[src/rtl/up_down_counter_pkg.sv]
// Shared constants and the next-value source encoding for the parametrised
// up/down counter.
package up_down_counter_pkg;

   localparam logic MODE_UP   = 1'b1;
   localparam logic MODE_DOWN = 1'b0;
   localparam logic WRAP      = 1'b1;
   localparam logic SAT       = 1'b0;

   typedef enum logic [2:0] {
      HOLD   = 3'd0,
      INC    = 3'd1,
      DEC    = 3'd2,
      TO_MIN = 3'd3,
      TO_MAX = 3'd4,
      LOAD   = 3'd5,
      CLR    = 3'd6
   } nxt_src_e;

endpackage

[src/rtl/udc_next_calc.sv]
// Combinational next-state logic for the up/down counter: picks the source of
// the next count and raises the terminal-count and overflow/underflow set terms.
module udc_next_calc
   import up_down_counter_pkg::*;
#(
   parameter int WIDTH = 8
) (
   input  logic [WIDTH-1:0] count,
   input  logic             en,
   input  logic             mode,
   input  logic             wrap,
   input  logic             clear,
   input  logic             load,
   input  logic [WIDTH-1:0] load_val,
   input  logic [WIDTH-1:0] step,
   input  logic [WIDTH-1:0] min_val,
   input  logic [WIDTH-1:0] max_val,
   output nxt_src_e         src,
   output logic [WIDTH-1:0] nxt_count,
   output logic             tc_set,
   output logic             ovf_set,
   output logic             unf_set,
   output logic             cfg_err
);

   logic [WIDTH-1:0] step_eff_s;
   logic [WIDTH:0]   sum_s;
   logic [WIDTH:0]   min_plus_s;
   logic [WIDTH-1:0] load_clamp_s;

   // One extra bit keeps the limit compares free of native wrap-around.
   assign step_eff_s = (step == {WIDTH{1'b0}}) ? {{(WIDTH-1){1'b0}}, 1'b1} : step;
   assign sum_s      = {1'b0, count} + {1'b0, step_eff_s};
   assign min_plus_s = {1'b0, min_val} + {1'b0, step_eff_s};
   assign cfg_err    = (min_val > max_val);

   // Source selection with clear > load > en priority.
   always_comb begin
      src     = HOLD;
      tc_set  = 1'b0;
      ovf_set = 1'b0;
      unf_set = 1'b0;
      if (clear) begin
         src = CLR;
      end else if (load) begin
         src = LOAD;
      end else if (en && !cfg_err) begin
         if (mode == MODE_UP) begin
            if (sum_s > {1'b0, max_val}) begin
               src     = (wrap == WRAP) ? TO_MIN : TO_MAX;
               tc_set  = 1'b1;
               ovf_set = 1'b1;
            end else begin
               src = INC;
            end
         end else begin
            if ({1'b0, count} >= min_plus_s) begin
               src = DEC;
            end else begin
               src     = (wrap == WRAP) ? TO_MAX : TO_MIN;
               tc_set  = 1'b1;
               unf_set = 1'b1;
            end
         end
      end else begin
         src = HOLD;
      end
   end

   // Loads are clamped into the window unless the window itself is inverted.
   always_comb begin
      load_clamp_s = load_val;
      if (cfg_err) begin
         load_clamp_s = load_val;
      end else if (load_val < min_val) begin
         load_clamp_s = min_val;
      end else if (load_val > max_val) begin
         load_clamp_s = max_val;
      end else begin
         load_clamp_s = load_val;
      end
   end

   // Next count value mux.
   always_comb begin
      nxt_count = count;
      case (src)
         HOLD:    nxt_count = count;
         INC:     nxt_count = sum_s[WIDTH-1:0];
         DEC:     nxt_count = count - step_eff_s;
         TO_MIN:  nxt_count = min_val;
         TO_MAX:  nxt_count = max_val;
         LOAD:    nxt_count = load_clamp_s;
         CLR:     nxt_count = min_val;
         default: nxt_count = count;
      endcase
   end

endmodule

[src/rtl/up_down_counter_param.sv]
// Parametrised up/down counter with programmable limits and step, wrap or
// saturate at the limits, terminal-count pulse and sticky overflow/underflow.
module up_down_counter_param
   import up_down_counter_pkg::*;
#(
   parameter int               WIDTH   = 8,
   parameter logic [WIDTH-1:0] RST_VAL = {WIDTH{1'b0}}
) (
   input  logic             clk,
   input  logic             reset,
   input  logic             en,
   input  logic             mode,
   input  logic             wrap,
   input  logic             clear,
   input  logic             load,
   input  logic [WIDTH-1:0] load_val,
   input  logic [WIDTH-1:0] step,
   input  logic [WIDTH-1:0] min_val,
   input  logic [WIDTH-1:0] max_val,
   output logic [WIDTH-1:0] count,
   output logic             tc,
   output logic             at_max,
   output logic             at_min,
   output logic             ovf,
   output logic             unf,
   output logic             cfg_err
);

   logic [WIDTH-1:0] count_r;
   logic             tc_r;
   logic             ovf_r;
   logic             unf_r;
   nxt_src_e         src_s;
   logic [WIDTH-1:0] nxt_count_s;
   logic             tc_set_s;
   logic             ovf_set_s;
   logic             unf_set_s;
   logic             cfg_err_s;

   udc_next_calc #(
      .WIDTH (WIDTH)
   ) u_next_calc (
      .count     (count_r),
      .en        (en),
      .mode      (mode),
      .wrap      (wrap),
      .clear     (clear),
      .load      (load),
      .load_val  (load_val),
      .step      (step),
      .min_val   (min_val),
      .max_val   (max_val),
      .src       (src_s),
      .nxt_count (nxt_count_s),
      .tc_set    (tc_set_s),
      .ovf_set   (ovf_set_s),
      .unf_set   (unf_set_s),
      .cfg_err   (cfg_err_s)
   );

   // Count, terminal-count pulse and sticky flags; clear drops the flags.
   always_ff @(posedge clk or negedge reset) begin
      if (!reset) begin
         count_r <= RST_VAL;
         tc_r    <= 1'b0;
         ovf_r   <= 1'b0;
         unf_r   <= 1'b0;
      end else begin
         count_r <= nxt_count_s;
         tc_r    <= tc_set_s;
         if (src_s == CLR) begin
            ovf_r <= 1'b0;
            unf_r <= 1'b0;
         end else begin
            ovf_r <= ovf_r | ovf_set_s;
            unf_r <= unf_r | unf_set_s;
         end
      end
   end

   assign count   = count_r;
   assign tc      = tc_r;
   assign ovf     = ovf_r;
   assign unf     = unf_r;
   assign at_max  = (count_r == max_val);
   assign at_min  = (count_r == min_val);
   assign cfg_err = cfg_err_s;

endmodule

[config.mk]
export PLATFORM = sky130hd
export DESIGN_NAME = up_down_counter_param
export DESIGN_NICKNAME = d
export VERILOG_FILES = /design/src/rtl/up_down_counter_pkg.sv /design/src/rtl/udc_next_calc.sv /design/src/rtl/up_down_counter_param.sv
export SDC_FILE = /design/constraint.sdc
export NUM_CORES = 1
export LEC_CHECK = 0
export BUFFER_PORTS_ARGS = -buffer_cell sky130_fd_sc_hd__buf_2
export CAP_MARGIN = 40
export CORE_MARGIN = 1
export CORE_UTILIZATION = 45
export DETAILED_ROUTE_END_ITERATION = 6
export PLACE_DENSITY = 0.67
export SLEW_MARGIN = 15
export SYNTH_ARGS = -nofsm -noshare
export SYNTH_HDL_FRONTEND = slang
export SYNTH_SLANG_ARGS = --single-unit
[constraint.sdc]
create_clock -name clk -period 4.9 [get_ports clk]
set_clock_uncertainty 0.1 [all_clocks]
set_input_delay 0.49 -clock clk [delete_from_list [all_inputs] [get_ports clk]]
set_output_delay 0.49 -clock clk [all_outputs]
set_load 0.05 [all_outputs]
Yosys cells after proc, flatten, opt, wreduce, memory -nomap -nowiden. Index checks and enable logic that the tools add are counted.

Add/sub/neg operators: 3. Multipliers: 0. Div/mod/pow operators: 0. $lt $le $gt $ge: 5. Eq/ne operators: 8. Shifts and indexed selects: 0. Muxes and demuxes: 29. Bitwise operators: 2. Reduce and logical (&&, ||, !) cells: 5.

Operators with widths (number): one-hot mux 8 bit (5 select lines) (1); 2-to-1 mux 8 bit (4); 2-to-1 mux 3 bit (8); adder 8 x 8 -> 9 bit (2); equality test 8 bit (2); greater-than comparator 8 bit (2); 2-to-1 mux 1 bit (16); equality test 3 bit (second input constant) (3); >= comparator 8 x 9 -> 1 bit (1); greater-than comparator 9 x 8 -> 1 bit (1); logical NOT 8 bit (1); less-than comparator 8 bit (1); subtractor 8 bit (1); equality test 3 x 2 -> 1 bit (second input constant) (2); nonzero test 5 bit (1); equality test 3 x 1 -> 1 bit (second input constant) (1); bitwise OR 1 bit (2); OR reduction 2 bit (1); logical AND 1 bit (1); logical NOT 1 bit (1).

Flip-flop bits (word level): 11. Bits in latches: 0. Memory bits (writable): 0. Memory bits (read-only): 0. Input port bits: 39. Output and inout bits: 14. Word-level logic and storage cells: 56. Memories kept: 0.

Longest topological paths before layout. Gate-level depths: netlist of run 1.

Depth after elaboration: 12. Mapped depth: 20. Depth with buffers taken out: 19.

Hierarchy. Synthesis of run 1 repeated with hierarchy kept, for this count alone.

Cells, all modules: 386. Area total of the unflattened synthesis: 3054.2 um^2.

By module, submodules not included: udc_next_calc (times used 1, cells an instance 350, area an instance 2583.7 um^2, sequential area each 0.0 um^2); up_down_counter_param (times used 1, cells an instance 36, area an instance 470.5 um^2, sequential area each 275.3 um^2).

Least setup slack after synthesis of run 1. OpenSTA, ideal clock, no wires.

Path kind: input to register. From: input port step[3]. To: register count_r[1] (netlist: count[1]). Setup time: 0.124 ns. Arrival: 4.137 ns. Data required time: 4.676 ns. Setup slack: 0.539 ns. Stages: 20. Path buffers: 1. Cell sequence: nor4_1 a41o_1 ha_1 inv_1 fa_1 nor2b_1 o31a_1 o21ai_0 nand2b_1 xnor2_1 ha_1 a21o_1 a221oi_1 o21ai_0 nand3_1 a41oi_1 or2_4 buf_6 o311a_1 a211o_1.

Longest elaborated chain between the ends: 12. Elaborated cells between the ends (all ways): 22. Classes of those cells: 3 x add/sub; 2 x order compare; 6 x eq/ne; 8 x mux; 3 x reduce/logical.

RTL lines: start: declaration (line up_down_counter_param.sv:17) `input logic [WIDTH-1:0] step,`; logical NOT 8 bit (line udc_next_calc.sv:32) `assign step_eff_s = (step == {WIDTH{1'b0}}) ? {{(WIDTH-1){1'b0}}, 1'b1} : step;`; 2-to-1 mux 8 bit * (line udc_next_calc.sv:32); adder 8 x 8 -> 9 bit, on equally long branches (line udc_next_calc.sv:34, udc_next_calc.sv:33); >= comparator 8 x 9 -> 1 bit or greater-than comparator 9 x 8 -> 1 bit (tied branches) (line udc_next_calc.sv:57, udc_next_calc.sv:49); 2-to-1 mux 3 bit, on equally long branches (line udc_next_calc.sv:57, udc_next_calc.sv:49); 2-to-1 mux 3 bit (line udc_next_calc.sv:48) `if (mode == MODE_UP) begin`; 2-to-1 mux 3 bit (line udc_next_calc.sv:47) `end else if (en && !cfg_err) begin`; 2-to-1 mux 3 bit (line udc_next_calc.sv:45) `end else if (load) begin`; 2-to-1 mux 3 bit (line udc_next_calc.sv:43) `if (clear) begin`; equality test 3 bit or equality test 3 x 2 -> 1 bit (tied branches) (line udc_next_calc.sv:87) `case (src)`; OR reduction 2 bit (no line); one-hot mux 8 bit (5 select lines) or nonzero test 5 bit (tied branches); end signal: assignment (line up_down_counter_param.sv:69) `count_r <= nxt_count_s;`; end: declaration (line up_down_counter_param.sv:29) `logic [WIDTH-1:0] count_r;`.

Mark *: on every way between the ends. The rest lies on a longest branch, timed or not. A chain may end at the register's enable or synchronous reset.

Worst setup path after layout of run 1.
From: input port step[1]. To: register count_r[1] (netlist: count[1]).

The elaborated chain is that of the path after synthesis.

==> results.cfg, run 1 <==
[yosys]
synthArstFlopShare = 1.00
netlist_area_mm2 = 0.00290
synthMuxAreaShare = 0.0280
synthFlopType = dfrtp_1
synth_area_leader_cell = ha_1
synth_top_family_by_area = adder cells
synthAdderAreaFrac = 0.288
ys_seq_elements = 11
syn_inst = 345
ys_types = 60
synth_edf_count = 0
yosys.area_share.simple = 0.165
yosys-top-cells-area = ha_1, dfrtp_1, xnor2_1, inv_1, a21oi_1
postSynthAreaPerCell_um2 = 8.41
synth_compound_area_frac = 0.265
yosys_warnings = 0
synth.most_common_cell = ha_1
synth_common_cells = ha_1, inv_1, xnor2_1, nor2_1, a21oi_1
ys_seq_area_frac = 0.0949
synth_top_area_share = 0.267
synth-xor-area-share = 0.0966
synth_nets = 449

[global_route]
globalRouteOverflowTotal = 0
grt_pass1_vias = 2707
grt_usage = 0.258
antenna_found_initial = 0
grt_max_degree = 16
grt_pass1_wl_um = 13200

[cts]
clk_pin_slew_worst_paths_ns = 0.06
cts.path.max_buffers = 2
cts_tree = built
cts_hold_buf = 0
cts_buffers = 3
cts_root_buffer = clkbuf_8
worstSkewPairLatency_ns = 0.24
post_cts_buffers = 0
htree_levels = 1
clkSinkCount = 11

[detailed_routing]
routed_via_density = 6.01
vias = 2843
drt.antenna.violating_nets = 0
routed_wl_um = 8370
firstDrtPassIters = 4
drcViolationCount = 0
drt_iter0_drc = 180
wl_per_cell_um = 17.7

[final_layout]
utilization = 0.545
layout-drive-gt1-share = 0.186
diodes = 0
syn_to_final_growth_pct = 13.8
fin_nets = 503

[critical_path]
end_kind = flop
startpoint_type = primary input
criticalPathCategory = in -> reg
arrival_ns = 4.60
cp.required_ns = 4.92
cp_max_fo = 11

[placement]
dp_hpwl_um = 7140
gp_congestion = 0.879
port_buffers = 52

[run]
max_cap_violations = 0

[power]
p_per_area_mw_per_mm2 = 301
p_leak_uw = 0.00162
vdd_drop_max_uv = 167

[sta]
rsz0062_at_grt = false
setup_viol = 0
worst_slew_pin_slew_ns = 0.737
final.setup.tns_ns = 0
fin_crit_ns = 4.57
relSlewSlack = 0.502
slew_violations = 0
fmax_ghz = 0.219
hold_viol = 0
post-route-period-util = 0.933

[floorplanning]
die_w_um = 82.3
die_area_mm2 = 0.00677
fp.dieH_um = 82.3
start_util = 0.479
rows = 28
core_area_mm2 = 0.00606
io-pin-count = 53

[outcome]
status = complete, no violations

[min_path]
min-delay-path-class = in -> async
==> layer usage <==
metal  part of all wire  track usage  wire length [um]  vias to the layer above
met3              0.049      0.00769               412                       16
met1               0.48        0.351              4000                     1323
met2               0.44        0.435              3710                       88
met5                  0            0                 0                        -
li1                   -            -                 -                     1416
met4              0.029       0.0895               242                        0
==> cells by family after synthesis <==
kind of cell | count (synthesis)
XOR/XNOR | 32
buffers and inverters | 44
AO/OA/AOI/OAI | 103
AND/OR/NAND/NOR | 82
flip-flops | 11
multiplexers | 8
adder cells (fa/ha/maj) | 65
==> power by group <==
part	switching, uW	total (uW)	internal (uW)
Combinational	430	744	314
Clock	37.6	95.0	57.4
Sequential	45.3	153	108
==> layout by cell type (no fill, tap or decap), drive strengths merged, types with 10 or more instances in the layout <==
cell type,n
a21oi,18
buf,58
dfrtp,11
ha,62
inv,35
nand4,10
nor2,19
o21ai,14
xnor2,27
==> cell type report <==
cell class | count | area, um2
Timing Repair Buffer | 58 | 305
Clock buffer | 4 | 45.0
Fill cell | 591 | 2760
Inverter | 35 | 131
Tap cell | 75 | 93.8
Sequential cell | 11 | 275
Multi-Input combinational cell | 290 | 2450
==> worst paths after layout <==
| path | startpoint | to | cells past startpoint | slack [ns] |
|---|---|---|---|---|
| worst min register to register | ovf | ovf | 2 | 0.39 |
| max in group asynchronous | reset | count[0] | 1 | 4.45 |
| worst max register to register | count[1] | count[7] | 16 | 0.62 |
| worst max-delay path | step[1] | count[1] | 20 | 0.33 |
| worst min-delay path | reset | unf | 1 | 0.02 |
| min in group clk | ovf | ovf | 2 | 0.39 |
==> flip-flops by register name (all words and copies together) (netlist names) <==
| name | count |
|---|---|
| unf | 1 |
| ovf | 1 |
| tc | 1 |
| count | 8 |
==> critical path: stages <==
cell and delay, ns:
buf_2 0.14, nor4_1 0.25, a41o_1 0.26, ha_1 0.18, inv_1 0.05, fa_1 0.42, nor2b_2 0.16, o31a_1 0.19
o21ai_0 0.09, nand2b_1 0.09, xnor2_1 0.07, ha_1 0.29, and3_1 0.17, nand3_1 0.08, o21ai_1 0.23, nand3_1 0.14
a41oi_1 0.41, or2_4 0.26, mux2_2 0.34, a211o_1 0.29
==> per-stage QoR <==
step	hold WS (ns)	power (uW)	area, um2	worst slack, ns	instances
after detailed placement	0.290	889	3250	-0.00728	469
after floorplan	0.0944	693	2900	0.539	345
after global placement	0.278	875	3250	0.149	469
final	0.0236	992	3300	0.328	473
after CTS	0.0341	986	3300	0.234	473
after global routing	0.0319	1080	3300	0.0229	473
==> what timing repair did <==
item / 4_1_cts / 5_1_grt
resized for setup: 0 / 3
endpoints found under the hold margin: 0 / 0
setup endpoints to repair: 0 / 8
Power figures use the tool's default switching activity.
==> run 2, diff against run 1 <==
--- a/config.mk
+++ b/config.mk
@@ -10,7 +10,7 @@
 export CORE_MARGIN = 1
 export CORE_UTILIZATION = 45
 export DETAILED_ROUTE_END_ITERATION = 6
-export PLACE_DENSITY = 0.67
+export PLACE_DENSITY = 0.69
 export SLEW_MARGIN = 15
 export SYNTH_ARGS = -nofsm -noshare
 export SYNTH_HDL_FRONTEND = slang
==> constraint.sdc (replaced) <==
create_clock -name clk -period 4 [get_ports clk]
set_clock_uncertainty 0.1 [all_clocks]
set_input_delay 0.4 -clock clk [delete_from_list [all_inputs] [get_ports clk]]
set_output_delay 0.4 -clock clk [all_outputs]
set_load 0.05 [all_outputs]
==> run 2 against run 1 <==
The flow now finishes with violations (negative setup slack). Utilization grew 12 points. Die area unchanged. Global-route usage increased by 3.9 points. Clock-buffer cell count stayed put. Cell count increased by 12%. Non-clock buffer count grew 59. Wire length is 15% higher. Critical path depth rose by 1. Clock power rose by 32%. Sequential cell count is the same.
==> results.cfg, run 2 (synthesis results as in run 1) <==
[cts]
worstSkewPairLatency_ns = 0.26
cts_tree = built
clkSinkCount = 11
clk_pin_slew_worst_paths_ns = 0.06
cts_root_buffer = clkbuf_8
cts_buffers = 3
htree_levels = 1
cts.path.max_buffers = 2

[placement]
gp_congestion = 0.877
port_buffers = 52
dp_hpwl_um = 7800
dpl.cell_count = 515

[floorplanning]
fp.dieH_um = 82.3
die_w_um = 82.3
start_util = 0.479
die_area_mm2 = 0.00677
rows = 28
core_area_mm2 = 0.00606
io-pin-count = 53

[global_route]
grtUsageMet1 = 0.350
grt_usage = 0.296
busiest_layer = met2
globalRouteOverflowTotal = 0
grt_pass1_wl_um = 14900
grt_max_degree = 12
antenna_found_initial = 0
grt_pass1_vias = 3182
met2_usage = 0.531
grtUsageMet3 = 0.0473

[critical_path]
cp_max_fo = 6
end_kind = flop
startpoint_type = primary input
arrival_ns = 4.17
cp.required_ns = 4.04
r2r_cells = 16
criticalPathCategory = in -> reg

[final_layout]
fillerInstances = 534
largest_reg_flops = 8
final_cell_mix = ha_1, buf_4, buf_2
multiInputGateArea_mm2 = 0.00266
diodes = 0
area.sequential_um2 = 277
layout-drive-gt1-share = 0.361
syn_to_final_growth_pct = 38.2
mostFrequentLayoutCell = ha_1
final_cells = 532
fin_nets = 562

[detailed_routing]
vias = 3177
wl_per_cell_um = 18.0
drt.antenna.violating_nets = 0
firstDrtPassIters = 5
drt_iter0_drc = 148
drcViolationCount = 0
routed_wl_um = 9590
routed_via_density = 5.97

[power]
p_total_uw = 1520
vdd_drop_max_uv = 234
p_per_area_mw_per_mm2 = 379
p_leak_uw = 0.00196

[min_path]
min-delay-path-class = in -> reg
hold_depth = 2

[sta]
hold_slack_ns = 0.366
setup_viol = 8
slew_violations = 0
relSlewSlack = 0.490
fmax_ghz = 0.242
fin_crit_ns = 4.13
layout_setup_ws_ns = -0.131
rsz0062_at_grt = true
worst_slew_pin_slew_ns = 0.755
hold_viol = 0
post-route-period-util = 1.03

[outcome]
status = finished with violations
violations = negative setup slack

[run]
max_cap_violations = 0
## run 2: cell types whose count changed in the layout (fill, tap and decap cells not counted), moves of 7 or more
cell and delta:
o221ai_1 -7, a221oi_2 +7, a221oi_1 -7, o221ai_2 +7, buf_6 +8, buf_4 +50
## run 2: worst max-delay path: stages
cell	delay [ns]
buf_8	0.10
nor4_4	0.25
a41o_1	0.24
ha_2	0.21
inv_2	0.04
fa_2	0.36
nor2b_2	0.14
o31a_1	0.15
o21ai_1	0.06
nand2b_1	0.08
xnor2_1	0.07
ha_1	0.30
and3_4	0.19
nand3_2	0.07
o21ai_2	0.19
nand3b_1	0.21
a211oi_1	0.28
and4bb_4	0.28
buf_6	0.14
buf_6	0.11
a211o_1	0.28
## run 2: through the flow
stage,worst slack (ns),cell area (um2),util,TNS (ns)
6_report,-0.131,4010,0.662,-0.833
5_1_grt,-0.293,4010,0.662,-2.05
4_1_cts,-0.159,3980,0.656,-0.983
3_5_place_dp,-0.626,3640,0.601,-4.63
3_3_place_gp,-0.407,3640,0.601,-3.09
2_1_floorplan,-0.118,2950,-,-0.448
## run 2: area by class of cell
class / count / share of cell area
clock buffers: 4 / 0.0112
inverters: 35 / 0.0328
multi-input cells: 290 / 0.663
flip-flops and latches: 11 / 0.0690
well taps: 75 / 0.0234
repair buffers: 117 / 0.201
## run 2: report_power, final
part           leakage [uW]  internal, uW  switching [uW]
registers          0.000135           133            27.8
logic               0.00180           575             660
clock network     0.0000228          70.8            54.4
## run 2: path summary, 6_finish.rpt
| kind | start | endpoint | slack [ns] |
|---|---|---|---|
| setup / recovery | step[6] | count[1] | -0.13 |
| max in group asynchronous | reset | count[1] | 3.10 |
| hold reg to reg | ovf | ovf | 0.45 |
| setup reg to reg | count[1] | count[1] | 0.03 |
| min in group asynchronous | reset | tc | 0.46 |
| hold / removal | clear | ovf | 0.37 |
## run 2: timing repair
item                                    in CTS  in global routing
pin swaps                                   39                  8
endpoints found under the hold margin       11                  0
hold buffers                                 1                  0
endpoints found under the setup margin       8                  8
setup buffers                                9                  3
gates resized for setup                     42                  3
## run 2: metal layers
metal / part of all wire / routed length (um)
met1: 0.43 / 4080
met2: 0.47 / 4530
met3: 0.069 / 666
met4: 0.032 / 306
met5: 0 / 0
==> run 3, diff against run 2 <==
--- a/config.mk
+++ b/config.mk
@@ -7,10 +7,12 @@
 export LEC_CHECK = 0
 export BUFFER_PORTS_ARGS = -buffer_cell sky130_fd_sc_hd__buf_2
 export CAP_MARGIN = 40
+export CELL_PAD_IN_SITES_DETAIL_PLACEMENT = 0
+export CELL_PAD_IN_SITES_GLOBAL_PLACEMENT = 1
 export CORE_MARGIN = 1
-export CORE_UTILIZATION = 45
+export CORE_UTILIZATION = 39
 export DETAILED_ROUTE_END_ITERATION = 6
-export PLACE_DENSITY = 0.69
+export PLACE_DENSITY = 0.79
 export SLEW_MARGIN = 15
 export SYNTH_ARGS = -nofsm -noshare
 export SYNTH_HDL_FRONTEND = slang
==> run 3 against run 2 <==
The run still ends with negative setup slack left. Cell count increased by 4.5%. Sequential power about the same. Fmax decreased by 2.1%. Critical endpoint unchanged. Largest cell class unchanged.
==> results.cfg, run 3 (synthesis results as in run 1) <==
[outcome]
status = finished with violations
violations = negative setup slack

[sta]
worst_slew_pin_slew_ns = 0.796
setup_viol = 8
layout_setup_ws_ns = -0.218
slew_violations = 0
fin_crit_ns = 4.22
post-route-period-util = 1.05
fmax_ghz = 0.237
rsz0062_at_grt = true
relSlewSlack = 0.468
hold_viol = 0
final.setup.tns_ns = -1.28

[global_route]
grt_max_degree = 12
grt_usage = 0.249
grt_pass1_vias = 3076
antenna_found_initial = 0
met2_usage = 0.450
grt_pass1_wl_um = 14900
busiest_layer = met2
grtUsageMet1 = 0.324
grtUsageMet3 = 0.0103
globalRouteOverflowTotal = 0

[critical_path]
critPathBufInv = 2
worstReg2RegEnd = count[1]
crit_family = compound AO/OA/AOI/OAI gates
crit_chain = buf_6 > nor4_4 > a41o_1 > ha_2 > fa_2 > nand2b_1 > a22oi_2 > xnor2_2 > ha_1 > and4_1 > a221o_1 > a221oi_2 > o22ai_4 > nand4_1 > nand3b_1 > buf_4 > a22o_1 > a211o_1
r2r-start = count[1]
criticalPathCategory = in -> reg
r2r_cells = 16
arrival_ns = 4.24
cp_slowest_stage_delay_ns = 0.37
crit_slowest_cell = a221o_1
end_kind = flop
cp_num_cells = 18
r2r_setup_slack_ns = -0.09
startpoint_type = primary input
cp.required_ns = 4.02
crit_path_start = step[3]
endpoint = count[1]
cp_max_fo = 8

[detailed_routing]
wl_per_cell_um = 17.0
firstDrtPassIters = 4
drt.antenna.violating_nets = 0
routed_wl_um = 9460
vias = 3078
drt_iter0_drc = 156
routed_via_density = 5.54
drcViolationCount = 0

[final_layout]
fin_nets = 562
layout-drive-gt1-share = 0.359
final_cell_mix = ha_1, buf_4, buf_2
final_cells = 556
final_cell_area_mm2 = 0.00403
largest_reg_flops = 8
fillerInstances = 707
syn_to_final_growth_pct = 38.8
diodes = 0

[placement]
port_buffers = 52
dpl.cell_count = 538
dpl_cell_area_mm2 = 0.00366
gp_congestion = 0.911
pre_cts_ws_ns = -0.623
dp_hpwl_um = 7840

[cts]
cts_buffers = 3
clkSinkCount = 11
cts.path.max_buffers = 2
clk_pin_slew_worst_paths_ns = 0.05
cts_tree = built
htree_levels = 1
worstSkewPairLatency_ns = 0.24
cts_root_buffer = clkbuf_8

[floorplanning]
die_area_mm2 = 0.00779
rows = 31
die_w_um = 88.3
io-pin-count = 53
start_util = 0.402
core_area_mm2 = 0.00721
fp.dieH_um = 88.3

[power]
vdd_drop_max_uv = 216
p_sw_uw = 718
intPower_uw = 763
p_total_uw = 1480
clock_power_share = 0.078
power_frac_comb = 0.814
p_leak_uw = 0.00195
swShare = 0.485
sequentialPowerShare = 0.108
p_per_area_mw_per_mm2 = 368

[run]
max_cap_violations = 0

[min_path]
min-delay-path-class = in -> reg
-- run 3: final cells by class --
| type | instances | area (um2) | share of cell area |
|---|---|---|---|
| clock buffer | 4 | 45.0 | 0.0112 |
| timing repair buffer | 116 | 776 | 0.193 |
| tap | 99 | 124 | 0.0308 |
| inverter | 35 | 131 | 0.0326 |
| multi-input combinational | 291 | 2670 | 0.664 |
| sequential | 11 | 277 | 0.0687 |
-- run 3: how the worst min path moves through the flow --
stage | startpoint | slack [ns] | depth (start not counted) | endpoint
after floorplan | reset | 0.004 | 0 | count[0]
after global placement | reset | 0.18 | 1 | ovf
after detailed placement | reset | 0.18 | 1 | ovf
after CTS | clear | 0.37 | 2 | unf
after global routing | clear | 0.39 | 2 | unf
final | clear | 0.39 | 2 | unf
-- run 3: through the flow --
stage	hold WS [ns]	util
finish	0.387	0.558
global route	0.392	0.558
CTS	0.371	0.551
detailed placement	0.185	0.508
global placement	0.180	0.508
floorplan	0.00441	-
-- run 3: power by group through the flow --
stage / logic, uW / clock network [uW] / registers [uW]
2_1_floorplan: 616 / 0 / 247
3_3_place_gp: 1060 / 0 / 159
3_5_place_dp: 1080 / 0 / 159
4_1_cts: 1170 / 117 / 159
5_1_grt: 1310 / 122 / 162
6_report: 1210 / 116 / 160
-- run 3: what timing repair did --
item	CTS	global route
pin swaps	27	11
hold endpoints to repair	11	0
setup endpoints to repair	8	8
resized for setup	28	9
gates cloned	1	0
buffers inserted	11	1
hold buffers	1	0
-- run 3: metal layers --
metal / wire (um) / vias up
li1: - / 1538
met1: 4390 / 1441
met2: 4570 / 85
met3: 337 / 14
met4: 163 / 0
met5: 0 / -
